$ cat src/rtl/aead_ctrl_param_if.sv
// Handshake and datapath-control bundle between the AEAD controller and its surroundings.
// The controller uses the master modport; pre/post-processor and datapath use slave.
interface aead_ctrl_param_if #(
  parameter int CTR_W = 4
);
  logic             key_update;
  logic             key_valid;
  logic             key_ready;
  logic             bdi_valid;
  logic             bdi_ready;
  logic             bdi_eot;
  logic             bdi_eoi;
  logic [3:0]       bdi_type;
  logic [2:0]       bdi_size;
  logic             decrypt;
  logic             bdo_valid;
  logic             bdo_ready;
  logic             bdo_last;
  logic             end_of_block;
  logic             msg_auth_valid;
  logic             msg_auth_ready;
  logic             msg_auth;
  logic             tag_word_eq;
  logic             tls_done;
  logic             perm_done;
  logic             start_tls;
  logic             start_perm;
  logic             en_key;
  logic             en_bdi;
  logic             clr_bdi;
  logic             en_pad;
  logic             en_ext_state;
  logic             tweak_sel;
  logic             sel_tag;
  logic [1:0]       state_sel;
  logic [1:0]       dom_sep;
  logic [CTR_W-1:0] word_idx;

  modport master (
    input  key_update, key_valid, bdi_valid, bdi_eot, bdi_eoi, bdi_type, bdi_size,
           decrypt, bdo_ready, msg_auth_ready, tag_word_eq, tls_done, perm_done,
    output key_ready, bdi_ready, bdo_valid, bdo_last, end_of_block, msg_auth_valid,
           msg_auth, start_tls, start_perm, en_key, en_bdi, clr_bdi, en_pad,
           en_ext_state, tweak_sel, sel_tag, state_sel, dom_sep, word_idx
  );

  modport slave (
    output key_update, key_valid, bdi_valid, bdi_eot, bdi_eoi, bdi_type, bdi_size,
           decrypt, bdo_ready, msg_auth_ready, tag_word_eq, tls_done, perm_done,
    input  key_ready, bdi_ready, bdo_valid, bdo_last, end_of_block, msg_auth_valid,
           msg_auth, start_tls, start_perm, en_key, en_bdi, clr_bdi, en_pad,
           en_ext_state, tweak_sel, sel_tag, state_sel, dom_sep, word_idx
  );
endinterface

$ cat src/rtl/aead_ctrl_param.sv
// Parametrised Spook-style AEAD control FSM: key/nonce load, TLS init/tag, block-wise
// absorb/encrypt/decrypt through the permutation, and in-block tag verification.
module aead_ctrl_param #(
  parameter int KEY_WORDS   = 4,
  parameter int NPUB_WORDS  = 4,
  parameter int BLOCK_WORDS = 8,
  parameter int TAG_WORDS   = 4,
  parameter int CTR_W       = 4
) (
  input  logic                clk,
  input  logic                rst,
  aead_ctrl_param_if.master   bus
);

  typedef enum logic [3:0] {
    IDLE, LOAD_KEY, LOAD_NPUB, TLS_INIT, WAIT_TLS_INIT, PERM_INIT, ABSORB, WAIT_PERM,
    UPDATE, WRITE, PRE_TAG, TLS_TAG, WAIT_TLS_TAG, VERIFY_TAG, OUT_TAG, AUTH
  } state_t;

  localparam logic [CTR_W-1:0] KEY_LAST   = CTR_W'(KEY_WORDS - 1);
  localparam logic [CTR_W-1:0] NPUB_LAST  = CTR_W'(NPUB_WORDS - 1);
  localparam logic [CTR_W-1:0] BLOCK_LAST = CTR_W'(BLOCK_WORDS - 1);
  localparam logic [CTR_W-1:0] TAG_LAST   = CTR_W'(TAG_WORDS - 1);
  localparam logic [CTR_W-1:0] CTR_ONE    = CTR_W'(1);

  state_t           state;
  logic [CTR_W-1:0] ctr;
  logic [CTR_W-1:0] wr_last;
  logic             decrypt_r;
  logic             eoi_r;
  logic             eot_r;
  logic             partial_r;
  logic             is_ad_r;
  logic             first_r;
  logic             match_r;

  assign bus.word_idx = ctr;

  // NOTE: every register in a clocked block is assigned with <= so all of them update
  // from the same pre-edge values; blocking assignments here would create ordering bugs.
  always_ff @(posedge clk) begin
    if (rst) begin
      state     <= IDLE;
      ctr       <= '0;
      wr_last   <= '0;
      decrypt_r <= 1'b0;
      eoi_r     <= 1'b0;
      eot_r     <= 1'b0;
      partial_r <= 1'b0;
      is_ad_r   <= 1'b0;
      first_r   <= 1'b1;
      match_r   <= 1'b0;
    end else begin
      case (state)
        IDLE: begin
          ctr <= '0;
          if (bus.key_update && bus.key_valid) state <= LOAD_KEY;
          else if (bus.bdi_valid)              state <= LOAD_NPUB;
        end
        LOAD_KEY: begin
          if (bus.key_valid) begin
            if (ctr == KEY_LAST) begin
              ctr   <= '0;
              state <= LOAD_NPUB;
            end else begin
              ctr <= ctr + CTR_ONE;
            end
          end
        end
        LOAD_NPUB: begin
          if (bus.bdi_valid) begin
            if (ctr == NPUB_LAST) begin
              ctr       <= '0;
              decrypt_r <= bus.decrypt;
              eoi_r     <= bus.bdi_eoi;
              state     <= TLS_INIT;
            end else begin
              ctr <= ctr + CTR_ONE;
            end
          end
        end
        TLS_INIT: state <= WAIT_TLS_INIT;
        WAIT_TLS_INIT: begin
          if (bus.tls_done) state <= PERM_INIT;
        end
        PERM_INIT: begin
          first_r   <= 1'b1;
          eot_r     <= 1'b0;
          partial_r <= 1'b0;
          state     <= eoi_r ? PRE_TAG : ABSORB;
        end
        ABSORB: begin
          if (bus.bdi_valid) begin
            is_ad_r <= (bus.bdi_type == 4'b0001);
            if (bus.bdi_eot) partial_r <= (bus.bdi_size != 3'd0);
            if (ctr == BLOCK_LAST || bus.bdi_eot) begin
              eot_r   <= bus.bdi_eot;
              eoi_r   <= bus.bdi_eoi;
              wr_last <= ctr;
              state   <= WAIT_PERM;
            end else begin
              ctr <= ctr + CTR_ONE;
            end
          end
        end
        WAIT_PERM: begin
          if (bus.perm_done) state <= UPDATE;
        end
        UPDATE: begin
          ctr       <= '0;
          partial_r <= 1'b0;
          if (is_ad_r) begin
            state <= eoi_r ? PRE_TAG : ABSORB;
          end else begin
            first_r <= 1'b0;
            state   <= WRITE;
          end
        end
        WRITE: begin
          if (bus.bdo_ready) begin
            if (ctr == wr_last) begin
              ctr   <= '0;
              state <= eoi_r ? PRE_TAG : ABSORB;
            end else begin
              ctr <= ctr + CTR_ONE;
            end
          end
        end
        PRE_TAG: begin
          if (bus.perm_done) state <= TLS_TAG;
        end
        TLS_TAG: state <= WAIT_TLS_TAG;
        WAIT_TLS_TAG: begin
          if (bus.tls_done) begin
            match_r <= 1'b1;
            state   <= decrypt_r ? VERIFY_TAG : OUT_TAG;
          end
        end
        OUT_TAG: begin
          if (bus.bdo_ready) begin
            if (ctr == TAG_LAST) begin
              ctr   <= '0;
              state <= IDLE;
            end else begin
              ctr <= ctr + CTR_ONE;
            end
          end
        end
        VERIFY_TAG: begin
          if (bus.bdi_valid) begin
            match_r <= match_r & bus.tag_word_eq;
            if (ctr == TAG_LAST) begin
              ctr   <= '0;
              state <= AUTH;
            end else begin
              ctr <= ctr + CTR_ONE;
            end
          end
        end
        AUTH: begin
          if (bus.msg_auth_ready) state <= IDLE;
        end
        default: state <= IDLE;
      endcase
    end
  end

  // NOTE: every output gets a default before the case so no path leaves one unassigned,
  // which would otherwise infer a latch.
  always_comb begin
    bus.key_ready      = 1'b0;
    bus.bdi_ready      = 1'b0;
    bus.bdo_valid      = 1'b0;
    bus.bdo_last       = 1'b0;
    bus.end_of_block   = 1'b0;
    bus.msg_auth_valid = 1'b0;
    bus.msg_auth       = 1'b0;
    bus.start_tls      = 1'b0;
    bus.start_perm     = 1'b0;
    bus.en_key         = 1'b0;
    bus.en_bdi         = 1'b0;
    bus.clr_bdi        = 1'b0;
    bus.en_pad         = 1'b0;
    bus.en_ext_state   = 1'b0;
    bus.tweak_sel      = 1'b0;
    bus.sel_tag        = 1'b0;
    bus.state_sel      = 2'b00;
    bus.dom_sep        = 2'b00;
    case (state)
      IDLE: bus.clr_bdi = 1'b1;
      LOAD_KEY: begin
        bus.key_ready = 1'b1;
        bus.en_key    = bus.key_valid;
      end
      LOAD_NPUB: begin
        bus.bdi_ready = 1'b1;
        bus.en_bdi    = bus.bdi_valid;
      end
      TLS_INIT: bus.start_tls = 1'b1;
      PERM_INIT: begin
        bus.start_perm   = 1'b1;
        bus.en_ext_state = 1'b1;
        bus.clr_bdi      = 1'b1;
      end
      ABSORB: begin
        bus.bdi_ready = 1'b1;
        bus.en_bdi    = bus.bdi_valid;
        bus.en_pad    = bus.bdi_valid;
      end
      UPDATE: begin
        bus.start_perm   = 1'b1;
        bus.en_ext_state = 1'b1;
        bus.clr_bdi      = 1'b1;
        // AD blocks never carry the first-message-block flag.
        if (is_ad_r) begin
          bus.state_sel = 2'b01;
          bus.dom_sep   = {eot_r & partial_r, 1'b0};
        end else begin
          bus.state_sel = decrypt_r ? 2'b10 : 2'b11;
          bus.dom_sep   = {eot_r & partial_r, first_r};
        end
      end
      WRITE: begin
        bus.bdo_valid    = 1'b1;
        bus.bdo_last     = (ctr == wr_last);
        bus.end_of_block = (ctr == wr_last) && eot_r;
      end
      TLS_TAG: begin
        bus.start_tls = 1'b1;
        bus.tweak_sel = 1'b1;
      end
      WAIT_TLS_TAG: bus.tweak_sel = 1'b1;
      OUT_TAG: begin
        bus.sel_tag      = 1'b1;
        bus.bdo_valid    = 1'b1;
        bus.bdo_last     = (ctr == TAG_LAST);
        bus.end_of_block = (ctr == TAG_LAST);
      end
      VERIFY_TAG: begin
        bus.bdi_ready = 1'b1;
        bus.sel_tag   = 1'b1;
      end
      AUTH: begin
        bus.msg_auth_valid = 1'b1;
        bus.msg_auth       = match_r;
      end
      default: ;
    endcase
  end

endmodule

$ cat src/flat_wrapper.sv
// flat-port wrapper written by rule: the top's interface ports become plain ports
module aead_ctrl_param_flat 
#(
  parameter int KEY_WORDS   = 4,
  parameter int NPUB_WORDS  = 4,
  parameter int BLOCK_WORDS = 8,
  parameter int TAG_WORDS   = 4,
  parameter int CTR_W       = 4
)
  (clk, rst, bus_key_update, bus_key_valid, bus_bdi_valid, bus_bdi_eot, bus_bdi_eoi, bus_bdi_type, bus_bdi_size, bus_decrypt, bus_bdo_ready, bus_msg_auth_ready, bus_tag_word_eq, bus_tls_done, bus_perm_done, bus_key_ready, bus_bdi_ready, bus_bdo_valid, bus_bdo_last, bus_end_of_block, bus_msg_auth_valid, bus_msg_auth, bus_start_tls, bus_start_perm, bus_en_key, bus_en_bdi, bus_clr_bdi, bus_en_pad, bus_en_ext_state, bus_tweak_sel, bus_sel_tag, bus_state_sel, bus_dom_sep, bus_word_idx);
  aead_ctrl_param_if #(.CTR_W(CTR_W)) bus_i ();
  input  logic clk;
  input  logic rst;
  input wire logic [$bits(bus_i.key_update)-1:0] bus_key_update;
  input wire logic [$bits(bus_i.key_valid)-1:0] bus_key_valid;
  input wire logic [$bits(bus_i.bdi_valid)-1:0] bus_bdi_valid;
  input wire logic [$bits(bus_i.bdi_eot)-1:0] bus_bdi_eot;
  input wire logic [$bits(bus_i.bdi_eoi)-1:0] bus_bdi_eoi;
  input wire logic [$bits(bus_i.bdi_type)-1:0] bus_bdi_type;
  input wire logic [$bits(bus_i.bdi_size)-1:0] bus_bdi_size;
  input wire logic [$bits(bus_i.decrypt)-1:0] bus_decrypt;
  input wire logic [$bits(bus_i.bdo_ready)-1:0] bus_bdo_ready;
  input wire logic [$bits(bus_i.msg_auth_ready)-1:0] bus_msg_auth_ready;
  input wire logic [$bits(bus_i.tag_word_eq)-1:0] bus_tag_word_eq;
  input wire logic [$bits(bus_i.tls_done)-1:0] bus_tls_done;
  input wire logic [$bits(bus_i.perm_done)-1:0] bus_perm_done;
  output wire logic [$bits(bus_i.key_ready)-1:0] bus_key_ready;
  output wire logic [$bits(bus_i.bdi_ready)-1:0] bus_bdi_ready;
  output wire logic [$bits(bus_i.bdo_valid)-1:0] bus_bdo_valid;
  output wire logic [$bits(bus_i.bdo_last)-1:0] bus_bdo_last;
  output wire logic [$bits(bus_i.end_of_block)-1:0] bus_end_of_block;
  output wire logic [$bits(bus_i.msg_auth_valid)-1:0] bus_msg_auth_valid;
  output wire logic [$bits(bus_i.msg_auth)-1:0] bus_msg_auth;
  output wire logic [$bits(bus_i.start_tls)-1:0] bus_start_tls;
  output wire logic [$bits(bus_i.start_perm)-1:0] bus_start_perm;
  output wire logic [$bits(bus_i.en_key)-1:0] bus_en_key;
  output wire logic [$bits(bus_i.en_bdi)-1:0] bus_en_bdi;
  output wire logic [$bits(bus_i.clr_bdi)-1:0] bus_clr_bdi;
  output wire logic [$bits(bus_i.en_pad)-1:0] bus_en_pad;
  output wire logic [$bits(bus_i.en_ext_state)-1:0] bus_en_ext_state;
  output wire logic [$bits(bus_i.tweak_sel)-1:0] bus_tweak_sel;
  output wire logic [$bits(bus_i.sel_tag)-1:0] bus_sel_tag;
  output wire logic [$bits(bus_i.state_sel)-1:0] bus_state_sel;
  output wire logic [$bits(bus_i.dom_sep)-1:0] bus_dom_sep;
  output wire logic [$bits(bus_i.word_idx)-1:0] bus_word_idx;
  assign bus_i.key_update = bus_key_update;
  assign bus_i.key_valid = bus_key_valid;
  assign bus_i.bdi_valid = bus_bdi_valid;
  assign bus_i.bdi_eot = bus_bdi_eot;
  assign bus_i.bdi_eoi = bus_bdi_eoi;
  assign bus_i.bdi_type = bus_bdi_type;
  assign bus_i.bdi_size = bus_bdi_size;
  assign bus_i.decrypt = bus_decrypt;
  assign bus_i.bdo_ready = bus_bdo_ready;
  assign bus_i.msg_auth_ready = bus_msg_auth_ready;
  assign bus_i.tag_word_eq = bus_tag_word_eq;
  assign bus_i.tls_done = bus_tls_done;
  assign bus_i.perm_done = bus_perm_done;
  assign bus_key_ready = bus_i.key_ready;
  assign bus_bdi_ready = bus_i.bdi_ready;
  assign bus_bdo_valid = bus_i.bdo_valid;
  assign bus_bdo_last = bus_i.bdo_last;
  assign bus_end_of_block = bus_i.end_of_block;
  assign bus_msg_auth_valid = bus_i.msg_auth_valid;
  assign bus_msg_auth = bus_i.msg_auth;
  assign bus_start_tls = bus_i.start_tls;
  assign bus_start_perm = bus_i.start_perm;
  assign bus_en_key = bus_i.en_key;
  assign bus_en_bdi = bus_i.en_bdi;
  assign bus_clr_bdi = bus_i.clr_bdi;
  assign bus_en_pad = bus_i.en_pad;
  assign bus_en_ext_state = bus_i.en_ext_state;
  assign bus_tweak_sel = bus_i.tweak_sel;
  assign bus_sel_tag = bus_i.sel_tag;
  assign bus_state_sel = bus_i.state_sel;
  assign bus_dom_sep = bus_i.dom_sep;
  assign bus_word_idx = bus_i.word_idx;
  aead_ctrl_param #(.KEY_WORDS(KEY_WORDS), .NPUB_WORDS(NPUB_WORDS), .BLOCK_WORDS(BLOCK_WORDS), .TAG_WORDS(TAG_WORDS), .CTR_W(CTR_W)) u_core (.clk(clk), .rst(rst), .bus(bus_i));
endmodule
$ cat config.mk
export PLATFORM = sky130hd
export DESIGN_NAME = aead_ctrl_param_flat
export DESIGN_NICKNAME = d
export VERILOG_FILES = /design/src/rtl/aead_ctrl_param_if.sv /design/src/rtl/aead_ctrl_param.sv /design/src/flat_wrapper.sv
export SDC_FILE = /design/constraint.sdc
export NUM_CORES = 1
export LEC_CHECK = 0
export ABC_AREA = 1
export CORE_UTILIZATION = 63
export DETAILED_ROUTE_END_ITERATION = 8
export DONT_BUFFER_PORTS = 1
export GPL_TIMING_DRIVEN = 0
export HOLD_SLACK_MARGIN = 0.12
export PLACE_DENSITY = 0.84
export RECOVER_POWER = 25
export SLEW_MARGIN = 25
export SYNTH_ARGS = -nofsm -noshare
export SYNTH_HDL_FRONTEND = slang
export SYNTH_SLANG_ARGS = --single-unit
$ cat constraint.sdc
create_clock -name clk -period 2.12 [get_ports clk]
set_clock_uncertainty 0.05 [all_clocks]
set_input_delay 0.106 -clock clk [delete_from_list [all_inputs] [get_ports clk]]
set_output_delay 0.106 -clock clk [all_outputs]
set_load 0.01 [all_outputs]
# Word-level counts from Yosys, hierarchy flattened
# Index checks and enable logic that the tools add are counted.
dict set report totals {
  inputBits 20
  latchBits 0
  romBits 0
  reg_bits 19
  ramBits 0
  elab_cells 153
  memories 0
}
dict set report classes {
  bitwise 2
  n_div 0
  order_cmp 0
  shifts 0
  multipliers 0
  mux 68
  eq_ne 41
  reduce_logical 31
  addsub 1
}
# cell n
set op_table {}
lappend op_table {{two-way mux 4 bit} 29}
lappend op_table {{case mux 4 bit (16 select lines)} 1}
lappend op_table {{equality test 4 bit, second input constant} 8}
lappend op_table {{!= test 2 bit, second input constant} 14}
lappend op_table {{two-way mux 1 bit} 26}
lappend op_table {{case mux 4 bit (6 select lines)} 1}
lappend op_table {{equality test 4 x 3 -> 1 bit, second input constant} 5}
lappend op_table {{AND reduction 18 bit} 1}
lappend op_table {{OR reduction 2 bit} 8}
lappend op_table {{AND reduction 3 bit} 5}
lappend op_table {{!= test 2 x 1 -> 1 bit, second input constant} 7}
lappend op_table {{case mux 1 bit (2 select lines)} 7}
lappend op_table {{equality test 4 x 2 -> 1 bit, second input constant} 3}
lappend op_table {{nonzero test 2 bit} 5}
lappend op_table {{equality test 4 x 1 -> 1 bit, second input constant} 2}
lappend op_table {{two-way mux 2 bit} 4}
lappend op_table {{AND reduction 7 bit} 1}
lappend op_table {{nonzero test 6 bit} 1}
lappend op_table {{OR reduction 3 bit} 2}
lappend op_table {{AND reduction 5 bit} 1}
lappend op_table {{adder 4 x 1 -> 4 bit, second input constant} 1}
lappend op_table {{equality test 4 bit} 1}
lappend op_table {{zero test 4 bit} 1}
lappend op_table {{AND reduction 2 bit} 2}
lappend op_table {{other kinds (5)} 7}

# Logic depth before layout (Yosys ltp)
# Gate-level depths: netlist of the first run.
dict set report logic_depth {
  depth_word 5
  mapped_depth 12
}

# Worst setup path after synthesis of the first run
# No wires, ideal clock.
dict set report synth_timing {
  path_kind {reg-to-reg}
  from {reg u_core.ctr[1], in the netlist u_core.bus.word_idx[1]}
  to {reg u_core.state[0]}
  stages_incl_launch_ff 9
  required_ps 1956
  slack_ps 485
  setup_ps 114
  arrival_ps 1471
  path_buffers 0
  cell_sequence {dfxtp_1 ha_1 nand3_1 o21ai_2 nand3_1 nor2_4 nand2_4 nor2_1 nor2_2}
}
dict set report synth_via {
  elab_chain_len 4
}
# element line_no
set synth_rtl {}
lappend synth_rtl {{start, declared} aead_ctrl_param.sv:27} ;# logic [CTR_W-1:0] ctr;
lappend synth_rtl {{start signal, assigned} aead_ctrl_param.sv:66} ;# ctr <= ctr + CTR_ONE;
lappend synth_rtl {{start signal, assigned} aead_ctrl_param.sv:78} ;# ctr <= ctr + CTR_ONE;
lappend synth_rtl {{start signal, assigned} aead_ctrl_param.sv:102} ;# ctr <= ctr + CTR_ONE;
lappend synth_rtl {{equality test 4 x 3 -> 1 bit} aead_ctrl_param.sv:96} ;# if (ctr == BLOCK_LAST || bus.bdi_eot) begin
lappend synth_rtl {{logical OR 1 bit} aead_ctrl_param.sv:96}
lappend synth_rtl {{!= test 2 x 1 -> 1 bit (no line)} --}
lappend synth_rtl {{AND reduction 18 bit (no line) *} --}
lappend synth_rtl {{end signal, assigned} aead_ctrl_param.sv:90} ;# state <= eoi_r ? PRE_TAG : ABSORB;
lappend synth_rtl {{end signal, assigned} aead_ctrl_param.sv:113} ;# state <= eoi_r ? PRE_TAG : ABSORB;
lappend synth_rtl {{end signal, assigned} aead_ctrl_param.sv:123} ;# state <= eoi_r ? PRE_TAG : ABSORB;
lappend synth_rtl {{end, declared} aead_ctrl_param.sv:26} ;# state_t state;
# Mark *: on every way between the ends. The rest lies on a longest branch, timed or not.
# A chain may end at the register's enable or synchronous reset.

# Worst setup path after layout of the first run
dict set report layout_timing {
  from {reg u_core.state[0]}
  to {out bus_end_of_block}
}
dict set report layout_via {
  elab_chain_len 2
}
# element line_no
set layout_rtl {}
lappend layout_rtl {{equality test 4 bit} aead_ctrl_param.sv:189} ;# case (state)
lappend layout_rtl {{case mux 1 bit (2 select lines) *} aead_ctrl_param.sv:189}
lappend layout_rtl {{end, declared} flat_wrapper.sv:31} ;# output wire logic [$bits(bus_i.end_of_block)-1:0] bus_end_of_block;
# Marks and branches as above.

==> metrics.txt, run 1 <==
status complete, no violations; CTS sink count 19; Setup Buffers After CTS 0; Clock Tree Buf Depth 2; Commonest cells post-synth 70 x nand2_1, 32 x inv_1, 30 x nor2_1; Hold Path Class in -> reg; WP buf/inv 1; Layout area overhead 11.9%; Initial Util 68.6%; worst path cell trace nand2_1, nor2_1, inv_1, o31ai_2; final hold viol count 0; Syn. warnings 0; TritonCTS clock tree built; Synth Area per Inst 5.96 um^2; Clock transition at path regs 0.11 ns; final WL 4.30 mm; RSZ-0062 raised after global routing false; Final Net Count 301; Max stage delay cell, worst path dfxtp_1; drt pass-1 iters 5; RePlAce Congestion 0.987; CP top delay family simple AND/OR/NAND/NOR gates; sequential share of the synthesized area 24.4%; pwr dens 1090 nW/um^2; dpl hpwl 3.16 mm; Buffers on Ports 0; Final Max Tran Viols 0; total chip power 1.91 mW; GRT met1 Usage 46.0%; vias in the first global route 1528; routed via count 1768; WHS 0.139 ns; first-pass GRT wire length 6.75 mm; Synth area leaders dfxtp_1 24%, nand2_1 17%, inv_1 7.7%, nand3_1 7.4%, nor2_1 7.2%; Critical R2R Launch u_core.state[1]; Wirelength per Cell 14.0 um; GRT Total Usage 34.5%; ant diodes 0; Die X 51.8 um; CP endpoint kind primary output; # IOs 44; deepest level of the CTS H-tree 1; Max Cap Viol 0; Sum Neg Setup Slack 0 ns; area leader, netlist dfxtp_1; startpoint types flop; Worst Tran Pin Value 0.523 ns; Netlist cell types 31; routing usage on met3 7.02%; Worst Path Class, Setup reg -> out; FMAX 0.491 GHz; Cell Area, Synth 1560 um^2; Final setup viols 0; minimum clock period 2.04 ns; layout cells sized above 1 13.6%; hold path start bus_tls_done; Clock Root Buffer clkbuf_4; DR iter-0 viols 113; Post-Syn Instances 262; Die ar. 2680 um^2; Post-synth EDFFs 0; Synth Register Bits 19; Most Crowded Layer GR met2; most common cell in the netlist nand2_1; Syn Nets 283; slowest stage delay, CP 0.50 ns; initial antenna violation count 0; register area 380 um^2; total CTS buffers 3; GRT met2 Usage 55.0%; largest net degree at the start of global routing 12; Fillers 186; cell row count 17; period utilization 96.2%; Synth top area share 24.4%; Slew HR 65.0%; Arr. time, crit path 1.88 ns; Core ar. 2280 um^2; CP required 1.96 ns; die height 51.8 um; GRT overflow 0; ys flop type dfxtp_1; number of remaining DRC errors 0; Antenna Violating Nets Remaining 0; Worst-Skew Late Latency 0.32 ns; ys async rst share 0%; Worst Setup SP u_core.state[0]; Lkg Pwr 0.837 nW; vias per inst 5.76; multi-input logic area 1010 um^2; worst vdd ir 0.000988 V; CP max FO 7
## kinds of logic (layout without fill, tap and decap cells)
| family | count (synthesis) | in the layout | share of synthesized area, % |
|---|---|---|---|
| flip-flops | 19 | 19 | 24.4 |
| AND/OR/NAND/NOR | 165 | 165 | 51.1 |
| adder cells (fa/ha/maj) | 1 | 1 | 0.802 |
| XOR/XNOR | 1 | 1 | 0.561 |
| AO/OA/AOI/OAI | 36 | 36 | 12.9 |
| buffers and inverters | 40 | 57 | 10.3 |
## registers in the layout, indices dropped and copies added (netlist names)
| name | cells |
|---|---|
| u_core.bus.word_idx | 4 |
| u_core.decrypt_r | 1 |
| u_core.eoi_r | 1 |
| u_core.eot_r | 1 |
| u_core.first_r | 1 |
| u_core.is_ad_r | 1 |
| u_core.match_r | 1 |
| u_core.partial_r | 1 |
| u_core.state | 4 |
| u_core.wr_last | 4 |
## final timing paths
check,end,slack [ns],cells after the start
min reg2reg,u_core.eoi_r,0.43,2
max reg2reg,u_core.state[0],0.12,8
min,u_core.match_r,0.14,6
max,bus_end_of_block,0.08,4
## worst reg2reg max path, stage by stage (launching register included)
cell	delay, ns
dfxtp_1	0.43
nor2_2	0.35
nand2_2	0.16
inv_1	0.11
nand3_1	0.07
dlygate4sd3_1	0.56
nand4_1	0.10
nor2_1	0.06
nor2_2	0.09
## placed cells by master, fill, tap and decap left out, types with 8 or more instances in the layout
master	Yosys	routed
nor2_1	30	32
inv_1	32	33
nor3_1	8	8
nand2_2	9	8
a21oi_1	14	14
dlygate4sd3_1	0	13
nand2_1	70	71
dfxtp_1	19	19
o21ai_0	11	10
nand3_1	23	23
nor2_2	9	8
## through the flow
stage               std cells  cell area, um^2  worst slack [ns]  util (%)
CTS                       307             1750            0.0305      77.0
detailed placement        290             1600             0.259      70.1
global route              307             1750           0.00949      76.7
finish                    307             1750            0.0815      76.7
floorplan                 262             1560             0.485         -
global placement          290             1600             0.283      70.1
## power by group
group	switching [mW]	internal, mW
Combinational	0.813	0.382
Clock	0.131	0.0708
Sequential	0.0931	0.416
## timing repair
action | 4_1_cts | 5_1_grt
gates resized for setup | 0 | 2
setup endpoints to repair | 0 | 1
hold buffers | 13 | 0
hold endpoints to repair | 13 | 0
## per-layer routing
layer / vias up / routed length [um]
met4: 0 / 107
met1: 764 / 1850
met2: 111 / 1850
met3: 15 / 487
li1: 878 / -
met5: - / 0
## area by class of cell
| type | instances | area share [%] |
|---|---|---|
| clock inverter | 1 | 0.287 |
| timing repair buffer | 13 | 7.46 |
| clock buffer | 3 | 1.29 |
| inverter | 38 | 8.32 |
| multi-input combinational | 203 | 58.0 |
| tap | 28 | 2.01 |
| buffer | 2 | 0.860 |
| sequential | 19 | 21.8 |
(Power assumes the default switching activity.)
==> run 2, diff against run 1 <==
--- a/config.mk
+++ b/config.mk
@@ -7,4 +7,5 @@
 export LEC_CHECK = 0
 export ABC_AREA = 1
+export CORE_MARGIN = 2
 export CORE_UTILIZATION = 63
 export DETAILED_ROUTE_END_ITERATION = 8
==> constraint.sdc (replaced) <==
create_clock -name clk -period 2.12 [get_ports clk]
set_clock_uncertainty 0.05 [all_clocks]
set_input_delay 0.53 -clock clk [delete_from_list [all_inputs] [get_ports clk]]
set_output_delay 0.53 -clock clk [all_outputs]
set_load 0.01 [all_outputs]
==> metrics.txt, run 2 (synthesis gave the netlist of run 1 again) <==
status complete, but fails checks; violated checks setup timing; worst vdd ir 0.00104 V (+5.7%); Hold Path Class in -> reg; Int Power 906 uW (+4.2%); Wirelength per Cell 15.2 um (+8.6%); Max Cap Viol 0 (unchanged); pwr dens 1140 nW/um^2 (+4.4%); minimum clock period 2.19 ns (+0.155 ns); Initial Util 64.7% (-3.8 points); TritonCTS clock tree built; initial antenna violation count 0 (unchanged); quantity of hold-fixing buffers added after cts 0 (-13); routed via count 1781 (+0.74%); dpl hpwl 3.15 mm (-0.45%); NetSw 1.08 mW (+4.6%); FMAX 0.456 GHz (-7.1%); Worst Path Class, Setup reg -> out; PnR worst setup slack -0.0739 ns (-0.155 ns); cell row count 18 (+1); Core Util, Final 72.4% (-4.3 points); Final setup viols 1 (+1); ant diodes 0 (unchanged); largest net degree at the start of global routing 11 (-1); final WL 4.55 mm (+5.8%); RePlAce Congestion 0.979 (-0.81%); Core ar. 2410 um^2 (+5.9%); period utilization 103% (+7.3 points); Sw Share 54.5% (+0.085 points); Die X 53.8 um (+3.9%); DR iter-0 viols 84 (-26%); total CTS buffers 3 (unchanged); CP required 1.54 ns (-0.42 ns); drt pass-1 iters 5 (unchanged); Lkg Pwr 0.810 nW (-3.3%); commonest cells after routing, fill and taps aside 67 x nand2_1, 31 x inv_1, 28 x nor2_1; vias per inst 5.96 (+3.4%); # IOs 44 (unchanged); Sequential Power Share 26.8% (about the same); Antenna Violating Nets Remaining 0 (unchanged); Clock transition at path regs 0.11 ns (about the same); leading cell type in the layout, fill and taps excluded nand2_1; Die ar. 2890 um^2 (+7.9%); number of remaining DRC errors 0 (unchanged); Final Max Tran Viols 0 (unchanged); Slew HR 65.0% (about the same); CP endpoint kind primary output; Clock Tree Buf Depth 2 (unchanged); first-pass GRT wire length 6.58 mm (-2.5%); Clock Root Buffer clkbuf_4; startpoint types flop; Worst-Skew Late Latency 0.31 ns (about the same); Fillers 205 (+10%); CTS sink count 19 (unchanged); Buffers on Ports 0 (unchanged); Layout area overhead 11.9% (unchanged); final hold viol count 0 (unchanged); Final Cell Area 1750 um^2 (unchanged); layout cells sized above 1 22.7% (+9.1 points); GRT overflow 0 (unchanged); GRT Total Usage 31.3% (-3.2 points); total chip power 1.99 mW (+4.4%); vias in the first global route 1459 (-4.5%); WHS 0.212 ns (+0.0725 ns); RSZ-0062 raised after global routing true; Clk network pwr share 9.7% (-0.9 points); die height 53.8 um (+3.9%); CP max FO 5 (-2); Final Net Count 291 (-3.3%); Arr. time, crit path 1.61 ns (-0.27 ns); deepest level of the CTS H-tree 1 (unchanged); Area after DPL 1600 um^2 (+0.16%); Worst Tran Pin Value 0.523 ns (-0.000366 ns); Comb pwr share 63.5% (+0.8 points)
[run 2: cell count changes in the layout (fill, tap and decap cells not counted), sizes merged]
| cell | delta |
|---|---|
| dlygate4sd3 | -13 |
| buf | +3 |
| clkbuf | +1 |
| clkinv | -1 |
[run 2: final timing paths]
check	start	to	slack (ns)	cells past startpoint
max	u_core.state[3]	bus_end_of_block	-0.07	4
min	rst	u_core.bus.word_idx[2]	0.21	1
max reg2reg	u_core.state[3]	u_core.wr_last[3]	0.14	8
min reg2reg	u_core.eoi_r	u_core.eoi_r	0.41	2
[run 2: area by class of cell]
class / count / area (um^2) / share of cell area, %
buffer: 2 / 15.0 / 0.860
clock buffer: 4 / 26.3 / 1.51
inverter: 38 / 145 / 8.32
multi-input combinational: 203 / 1100 / 62.9
sequential: 19 / 402 / 23.0
tap: 30 / 37.5 / 2.15
timing repair buffer: 3 / 22.5 / 1.29
[run 2: worst max-delay path, cell delays in order (launching register included)]
cell     delay (ns)
dfxtp_1        0.46
nand2_1        0.19
nor2_4         0.21
inv_1          0.15
o31ai_4        0.31
[run 2: per-stage QoR]
stage / cells / TNS, ns / setup WS [ns]
final: 299 / -0.0739 / -0.0739
after global routing: 299 / -0.184 / -0.0948
after CTS: 296 / -0.0614 / -0.0498
after detailed placement: 292 / 0 / 0.0491
after global placement: 292 / 0 / 0.0510
after floorplan: 262 / 0 / 0.290
[run 2: power groups by stage]
stage / Clock, mW / Sequential, mW / Combinational, mW
floorplan: 0 / 0.502 / 0.951
global route: 0.208 / 0.541 / 1.41
finish: 0.194 / 0.533 / 1.26
global placement: 0 / 0.516 / 1.13
CTS: 0.194 / 0.526 / 1.17
detailed placement: 0 / 0.518 / 1.14
[run 2: layer usage]
metal	part of all wire [%]	global-route usage (%)
met5	0	0
met4	3.8	9.83
met3	11	8.06
met2	43	46.5
met1	42	44.0
[run 2: timing repair]
item | 4_1_cts | 5_1_grt
cloned | 0 | 0
setup endpoints to repair | 9 | 9
pin swaps | 0 | 3
buffers inserted | 0 | 3
gates resized for setup | 16 | 19
==> run 3, diff against run 2 <==
Settings changed: ABC_AREA 1 to not set, RECOVER_POWER 25 to 100.
==> metrics.txt, run 3 <==
status complete, but fails checks; violated checks setup timing; drt pass-1 iters 5 (unchanged); Max Cap Viol 0 (unchanged); RSZ-0062 raised after global routing true; vias in the first global route 1491 (+2.2%); Lkg Pwr 0.823 nW (+1.6%); number of remaining DRC errors 0 (unchanged); Synth Register Bits 19 (unchanged); Area after DPL 1650 um^2 (+3.4%); GRT Total Usage 30.4% (-0.93 points); final hold viol count 0 (unchanged); RePlAce Congestion 0.933 (-4.7%); Syn Nets 229 (-19%); layout cells sized above 1 33.2% (+11 points); Fillers 152 (-26%); area leader, netlist dfxtp_1; Core ar. 2450 um^2 (+1.9%); worst path cell trace xor2_2, nor4_4, a32oi_1, nor2b_2; GRT overflow 0 (unchanged); Cell Area, Synth 1620 um^2 (+3.5%); Die X 54.6 um (+1.6%); die height 54.6 um (+1.6%); Antenna Violating Nets Remaining 0 (unchanged); CP max FO 8 (+3); Final Net Count 251 (-14%); largest net degree at the start of global routing 19 (+8); leading cell type in the layout, fill and taps excluded buf_4; Die ar. 2980 um^2 (+3.3%); Max stage delay cell, worst path nor4_4; Clock transition at path regs 0.11 ns (about the same); Final Cell Area 2060 um^2 (+18%); WHS 0.342 ns (+0.131 ns); total CTS buffers 3 (unchanged); Final setup viols 3 (+2); Sum Neg Setup Slack -0.176 ns (-0.102 ns); CTS sink count 19 (unchanged); vias per inst 6.66 (+12%); Syn. warnings 0 (unchanged); final WL 4.83 mm (+6.2%); worst reg2reg setup slack 0.07 ns (-0.07 ns); WP buf/inv 0 (-1); CP required 1.54 ns (about the same); deepest level of the CTS H-tree 1 (unchanged); routed via count 1725 (-3.1%); Slew HR 66.7% (+1.7 points); startpoint types flop; most common cell in the netlist nor2_1; Synth Area per Inst 7.77 um^2 (+30%); TritonCTS clock tree built; Synth area leaders dfxtp_1 24%, mux2i_1 5.0%, nor2_1 4.6%, nand2_1 4.2%, nand2b_1 3.9%; CP endpoint kind primary output; Wirelength per Cell 18.6 um (+23%); worst vdd ir 0.000872 V (-16%); DR iter-0 viols 66 (-21%); initial antenna violation count 0 (unchanged); CP top delay family simple AND/OR/NAND/NOR gates; slowest stage delay, CP 0.41 ns (-0.05 ns); Arr. time, crit path 1.65 ns (+0.04 ns); Synth top area share 23.5% (-0.83 points); Worst-Skew Late Latency 0.29 ns (-0.02 ns); sequential share of the synthesized area 23.5% (-0.83 points); Netlist cell types 66 (+110%); quantity of hold-fixing buffers added after cts 0 (unchanged); Hold Path Class in -> reg; ys flop type dfxtp_1; Worst Path Class, Setup reg -> out; Clock Root Buffer clkbuf_4; Initial Util 65.8% (+1.1 points); ys async rst share 0% (unchanged); worst slack at placement -0.352 ns (-0.401 ns); period utilization 105% (+1.6 points); commonest cells after routing, fill and taps aside 19 x buf_4, 17 x nor2_1, 14 x nand2_1; ant diodes 0 (unchanged); pwr dens 1020 nW/um^2 (-10%); Commonest cells post-synth 20 x nor2_1, 19 x dfxtp_1, 18 x nand2_1; total chip power 2.11 mW (+5.9%); Worst Tran Pin Value 0.500 ns (-0.0232 ns); first-pass GRT wire length 6.60 mm (+0.32%); Post-synth EDFFs 0 (unchanged); Layout area overhead 27.8%; Buffers on Ports 0 (unchanged); PnR worst setup slack -0.107 ns (-0.0336 ns); Clock Tree Buf Depth 2 (unchanged); Final Max Tran Viols 0 (unchanged); FMAX 0.449 GHz (-1.5%); # IOs 44 (unchanged); minimum clock period 2.23 ns (+0.0336 ns); dpl hpwl 3.19 mm (+1.3%); Post-Syn Instances 208 (-21%); cell row count 18 (unchanged)
==> run 3: path summary, 6_finish.rpt <==
check | endpoint | from | cells after the start
hold reg to reg | u_core.match_r | u_core.match_r | 2
hold / removal | u_core.eoi_r | bus_bdi_eoi | 2
setup reg to reg | u_core.state[0] | u_core.bus.word_idx[0] | 7
setup / recovery | bus_bdo_last | u_core.bus.word_idx[3] | 4
==> run 3: repair_timing <==
action,4_1_cts,5_1_grt
resized for setup,50,17
setup buffers,5,12
cloned,0,1
pin swaps,8,9
endpoints found under the setup margin,22,13
==> run 3: report_power, final <==
group | total (mW) | internal, mW | switching, mW | leakage [nW]
Sequential | 0.474 | 0.411 | 0.0630 | 0.158
Clock | 0.185 | 0.0731 | 0.112 | 0.0150
Combinational | 1.45 | 0.666 | 0.783 | 0.650
Total | 2.11 | 1.15 | 0.958 | 0.823
==> run 3: final cells by class <==
cell class                      count  area (um^2)  share of cell area [%]
Inverter                            9         33.8                    1.64
Multi-Input combinational cell    162         1240                    59.9
Timing Repair Buffer               18          153                    7.39
Buffer                             17          180                    8.73
Sequential cell                    19          398                    19.3
Tap cell                           30         37.5                    1.82
Clock buffer                        4         26.3                    1.27
==> run 3: through the flow <==
step                      cells  util (%)
after floorplan             208         -
after global placement      238      67.3
after detailed placement    238      67.3
after CTS                   246      77.4
after global routing        259      84.1
final                       259      84.1
==> run 3: worst reg2reg max path: cells and delay by family (launching register included) <==
| family | cells | cell delay [ns] |
|---|---|---|
| adder cells (fa/ha/maj) | 1 | 0.17 |
| AO/OA/AOI/OAI | 1 | 0.22 |
| buffers and inverters | 1 | 0.15 |
| multiplexers | 1 | 0.29 |
| flip-flops | 1 | 0.43 |
| AND/OR/NAND/NOR | 3 | 0.66 |
==> run 3: kinds of logic after synthesis <==
family | after synthesis | synth area share [%]
compound gates | 47 | 21.1
xor+xnor | 5 | 2.71
fa+ha+maj | 1 | 0.774
buf+inv | 27 | 9.14
flops | 19 | 23.5
mux | 10 | 6.58
simple gates | 99 | 36.1
==> run 3: metal layers <==
metal	up-vias	part of all wire [%]	global-route usage (%)
met4	0	2.6	8.75
met5	-	0	0
met3	17	8.2	7.38
met1	810	40	35.3
li1	798	-	-
met2	100	49	54.6
